<file path="config.mk">
export PLATFORM = sky130hd
export DESIGN_NAME = mips_cp0
export DESIGN_NICKNAME = d
export VERILOG_FILES = /design/src/rtl/mips_cp0.sv
export SDC_FILE = /design/constraint.sdc
export NUM_CORES = 1
export LEC_CHECK = 0
export BUFFER_PORTS_ARGS = -buffer_cell sky130_fd_sc_hd__buf_2
export CAP_MARGIN = 20
export CORE_ASPECT_RATIO = 1.5
export CORE_MARGIN = 8
export CORE_UTILIZATION = 40
export CTS_CLUSTER_DIAMETER = 150
export DETAILED_ROUTE_END_ITERATION = 16
export GPL_ROUTABILITY_DRIVEN = 0
export GPL_TIMING_DRIVEN = 0
export PLACE_DENSITY_LB_ADDON = 0.2
export SETUP_SLACK_MARGIN = 0.05
export SLEW_MARGIN = 0
export SYNTH_ARGS = -nofsm -noshare
export SYNTH_HDL_FRONTEND = slang
export SYNTH_SLANG_ARGS = --single-unit
</file>
<file path="constraint.sdc">
create_clock -name clk -period 2.25 [get_ports clk]
set_input_delay 0.1125 -clock clk [delete_from_list [all_inputs] [get_ports clk]]
set_output_delay 0.1125 -clock clk [all_outputs]
set_load 0.1 [all_outputs]
</file>
<file path="src/rtl/mips_cp0.sv">
// Coprocessor 0 for the five-stage MIPS pipeline: SR, Cause, EPC, PRId and
// the flush/redirect request raised beside the M stage.
// Optional Count/Compare timer is built when CP0_TIMER_EN is defined.
module mips_cp0 #(
   parameter logic [31:0] PRID_VALUE = 32'h0000_4D49,
   parameter int          TIMER_LINE = 5
) (
   input  logic        clk,
   input  logic        reset,
   input  logic [4:0]  cp0_addr,
   input  logic [31:0] cp0_wdata,
   input  logic        cp0_we,
   output logic [31:0] cp0_rdata,
   input  logic [31:0] vpc,
   input  logic        bd_in,
   input  logic [4:0]  exc_code_in,
   input  logic [5:0]  hw_int,
   input  logic        eret,
   output logic        req,
   output logic [31:0] epc_out
);

   // SR fields
   logic [5:0]  im;
   logic        exl;
   logic        ie;
   // Cause fields
   logic        bd;
   logic [5:0]  ip;
   logic [4:0]  exc_code;
   logic [31:0] epc;

   logic [5:0]  hw_eff;
   logic        int_req;
   logic        exc_req;
   logic        wr_ok;

`ifdef CP0_TIMER_EN
   logic [31:0] count;
   logic [31:0] compare;
   logic        timer_pending;
   logic        timer_hit;
   logic [5:0]  timer_mask;

   assign timer_hit = (count == compare);

   // Timer raises its line on the match cycle itself and stays up until Compare is rewritten
   always_comb begin
      timer_mask = '0;
      timer_mask[TIMER_LINE] = timer_pending | timer_hit;
   end

   assign hw_eff = hw_int | timer_mask;
`else
   assign hw_eff = hw_int;
`endif

   assign int_req = ie & ~exl & (|(hw_eff & im));
   assign exc_req = ~exl & (exc_code_in != 5'd0);
   assign req     = ~reset & (int_req | exc_req);
   // A taken exception swallows any mtc0 issued alongside it
   assign wr_ok   = cp0_we & ~req;

   // Forward a same-cycle mtc0 EPC so an adjacent eret fetches the new target
   assign epc_out = (wr_ok && cp0_addr == 5'd14) ? cp0_wdata : epc;

   // mfc0 read mux; shows register state before the current edge
   always_comb begin
      cp0_rdata = '0;
      case (cp0_addr)
         5'd12:   cp0_rdata = {16'b0, im, 8'b0, exl, ie};
         5'd13:   cp0_rdata = {bd, 15'b0, ip, 3'b0, exc_code, 2'b0};
         5'd14:   cp0_rdata = epc;
         5'd15:   cp0_rdata = PRID_VALUE;
`ifdef CP0_TIMER_EN
         5'd9:    cp0_rdata = count;
         5'd11:   cp0_rdata = compare;
`endif
         default: cp0_rdata = '0;
      endcase
   end

   // Architectural state: exception entry beats mtc0/eret; eret beats mtc0 SR on EXL
   always_ff @(posedge clk) begin
      if (reset) begin
         im       <= '0;
         exl      <= 1'b0;
         ie       <= 1'b0;
         bd       <= 1'b0;
         ip       <= '0;
         exc_code <= '0;
         epc      <= '0;
      end else begin
         ip <= hw_eff;
         if (req) begin
            exl      <= 1'b1;
            exc_code <= int_req ? 5'd0 : exc_code_in;
            bd       <= bd_in;
            epc      <= bd_in ? vpc - 32'd4 : vpc;
         end else begin
            if (cp0_we && cp0_addr == 5'd12) begin
               im  <= cp0_wdata[15:10];
               exl <= cp0_wdata[1];
               ie  <= cp0_wdata[0];
            end
            if (cp0_we && cp0_addr == 5'd14)
               epc <= cp0_wdata;
            if (eret)
               exl <= 1'b0;
         end
      end
   end

`ifdef CP0_TIMER_EN
   // Free-running Count, Compare, and the sticky match flag
   always_ff @(posedge clk) begin
      if (reset) begin
         count         <= '0;
         compare       <= '0;
         timer_pending <= 1'b0;
      end else begin
         if (wr_ok && cp0_addr == 5'd9)
            count <= cp0_wdata;
         else
            count <= count + 32'd1;
         if (wr_ok && cp0_addr == 5'd11) begin
            compare       <= cp0_wdata;
            timer_pending <= 1'b0;
         end else if (timer_hit) begin
            timer_pending <= 1'b1;
         end
      end
   end
`endif

endmodule

</file>
==> results.ini <==
[run]
maxCapViolCount=0

[drt]
via_per_inst=5.33
routed_wl_mm=13.5
via_count=3689
drt_iter0_drc=156
avgRoutedWirePerCell_microns=19.5
detail-route-antenna-nets=0
first_pass_iters=4
drc=0

[setup_path]
reg2reg_to=epc[25]$_SDFFE_PP0P_
worstPathMaxFanout=7
ff2ff_path_depth=9
cp.arrival_ns=2.17
r2r_setup_slack_ns=0.17
startpoint_type=flip-flop
crit_required_ns=2.14
endpoint_kind=primary output
crit_type=reg2out
regToRegStartpoint=im[0]$_SDFFE_PP0P_

[clock_network]
cts-htree-levels=2
cts.sinks=52
cts_made_buffers=5
clock_latency_ns=0.30
clockBufferDepth=2
cts_root_buf=clkbuf_16
cts_tree=done
clk_pin_slew_ns=0.07

[power_and_ir_drop]
p_comb_share_pct=39.7
intPower_w=0.00198
pwr_density_cell_nw_per_um2=582
power.leakage_nw=2.26
switching_share_pct=38.3
ir_drop_uv=384
p_switching_w=0.00123
seqPwrFrac_pct=32.4
clock_power_share_pct=27.9

[sta]
fin_crit_sh_pct=102
fin_skew_ns=0.00746
tightestPinTransition_ns=0.619
finalSetupTns_ns=-0.697
fmax_ghz=0.438
rsz0062_at_grt=yes
final-hold-violation-count=0
slew_headroom_pct=58.8
drv_slew=0
finalWorstSetupSlack_ns=-0.0356
setup_viol=30
period_needed_ns=2.29

[finish]
area_growth_pct=44.0
num_antenna_cells=0
multi_input_area_sq_um=2700
drive_gt1_share_pct=43.0
final_util_pct=58.0
fillers=873
nets=662
register_area_sq_um=1050
fin_area_sq_um=5530

[logic_synthesis]
synthFlopType=dfxtp_1
synth_area_sq_um=3840
synth.distinct_cells=52
synth-seq-cells=52
synth_edf_count=0
synth_nets=501
yosysSeqAreaShare_pct=27.1
ys_warn_count=0
yosysTopAreaCell=dfxtp_1
syn_inst=415
yosysTopAreaCellShare_pct=27.1
synthTopCellsByArea=dfxtp_1 27%, mux2_4 12%, mux2i_1 8.9%
synth.avg_cell_area_sq_um=9.25
synthArstFlopShare_pct=0

[global_route]
grt_overflow_total=0
grt_first_pass_wirelength_mm=20.3
grt_pass1_vias=3894
grt_use_total_pct=20.1
grt_max_degree=17
grt_antenna_before_repair=0

[place]
dp_hpwl_mm=10.5
placed_area_sq_um=4760
port_buffers=149

[die]
io_pins=150
start_util_pct=40.3
die_h_microns=136
die_w_microns=96.0
core_area_sq_um=9520
row_count=44
dieArea_sq_um=13000

[hold_path]
hp-start=hw_int[2]
whs_path_depth=2
hold_class=in2reg
hold_end=ip[2]$_SDFF_PP0_

[run_status]
status=finished with violations
violations=setup timing

==> worst max path at each step <==
stage,depth (start not counted),slack (ns),startpoint,to
after CTS,7,-0.01,im[0]$_SDFFE_PP0P_,epc_out[30]
after floorplan,4,0.1,cp0_addr[1],cp0_rdata[2]
after detailed placement,6,-0.22,cp0_addr[4],cp0_rdata[30]
final,7,-0.04,im[4]$_SDFFE_PP0P_,epc_out[14]
after global placement,6,-0.22,cp0_addr[4],cp0_rdata[30]
after global routing,7,-0.07,im[4]$_SDFFE_PP0P_,epc_out[1]
==> critical path: stages (launching register included) <==
cell       delay, ns
dfxtp_2         0.35
a22oi_2         0.09
a311oi_4        0.41
nor2_4          0.05
o21a_4          0.30
clkbuf_16       0.19
mux2_4          0.31
buf_12          0.17
==> layer usage <==
layer | GRT usage, % | vias to the layer above | share of wire (%)
met4 | 5.92 | 0 | 2.5
met2 | 37.0 | 121 | 53
met5 | 0 | - | 0
met1 | 21.3 | 1733 | 37
met3 | 5.31 | 22 | 7.4
li1 | - | 1813 | -
==> cells in the final DEF (no fill, tap or decap), drive strengths merged, types with 2 or more instances in the layout <==
cell type  instances
nor3b              2
nand4              4
xor2               8
a22oi              7
o21a               3
buf              163
mux2              32
nor4               9
nand3b             2
nand2             11
inv                5
nand3              5
clkbuf            24
a211oi            47
dfxtp             52
nor3              14
and4bb             2
mux2i             34
nor2              56
a311oi             2
nand2b             2
nand4b             2
or2                2
nor2b             27
a21oi             10
and2              17
o21ai              5
xnor2             19
or3                2
o31ai              2
==> power groups by stage <==
| stage | Sequential [W] | Clock [W] | Combinational, W |
|---|---|---|---|
| finish | 0.00104 | 0.000898 | 0.00128 |
| global route | 0.00105 | 0.000939 | 0.00133 |
| CTS | 0.00104 | 0.000907 | 0.00123 |
| detailed placement | 0.00106 | 0 | 0.00106 |
| global placement | 0.00106 | 0 | 0.00106 |
| floorplan | 0.00104 | 0 | 0.000822 |
==> cell usage after synthesis, drive strengths merged, types with 2 or more instances <==
library cell,number
a211oi,47
a21oi,10
a22oi,7
a311oi,2
and2,17
and4bb,2
buf,12
clkbuf,16
dfxtp,52
inv,5
mux2,32
mux2i,34
nand2,11
nand2b,2
nand3,5
nand3b,2
nand4,4
nand4b,2
nor2,56
nor2b,27
nor3,14
nor3b,2
nor4,9
o21a,3
o21ai,5
o31ai,2
or2,2
or3,2
xnor2,19
xor2,8
==> what timing repair did <==
action,CTS,global route
setup endpoints to repair,42,32
hold buffers,0,0
pin swaps,2,3
gates cloned,0,2
gates resized for setup,110,31
buffers inserted,2,1
==> final cells by class <==
class / count / share of cell area, %
Multi-Input combinational cell: 330 / 48.8
Clock inverter: 3 / 0.770
Timing Repair Buffer: 154 / 23.2
Clock buffer: 5 / 2.26
Sequential cell: 52 / 18.9
Buffer: 28 / 3.15
Inverter: 5 / 0.340
Tap cell: 115 / 2.60
==> state kept, by name, summed over array words and instances, names as in the netlist <==
| signal | cells |
|---|---|
| epc | 32 |
| im | 6 |
| ip | 6 |
| exc_code | 5 |
| bd | 1 |
| exl | 1 |
| ie | 1 |
==> cell families after synthesis <==
kind of cell / count (synthesis) / synth area share [%]
AO/OA/AOI/OAI: 77 / 15.7
AND/OR/NAND/NOR: 159 / 25.2
adder cells (fa/ha/maj): 1 / 0.326
multiplexers: 66 / 21.2
XOR/XNOR: 27 / 6.16
buffers and inverters: 33 / 4.27
flip-flops: 52 / 27.1
==> per-stage QoR <==
step	power (W)	setup WS, ns	hold slack (ns)	instances
after floorplan	0.00186	0.0970	0.241	415
after global placement	0.00212	-0.216	0.344	679
after detailed placement	0.00213	-0.224	0.351	679
after CTS	0.00318	-0.0134	0.0468	689
after global routing	0.00333	-0.0702	0.0547	692
final	0.00322	-0.0356	0.0484	692
(Power assumes the default switching activity.)
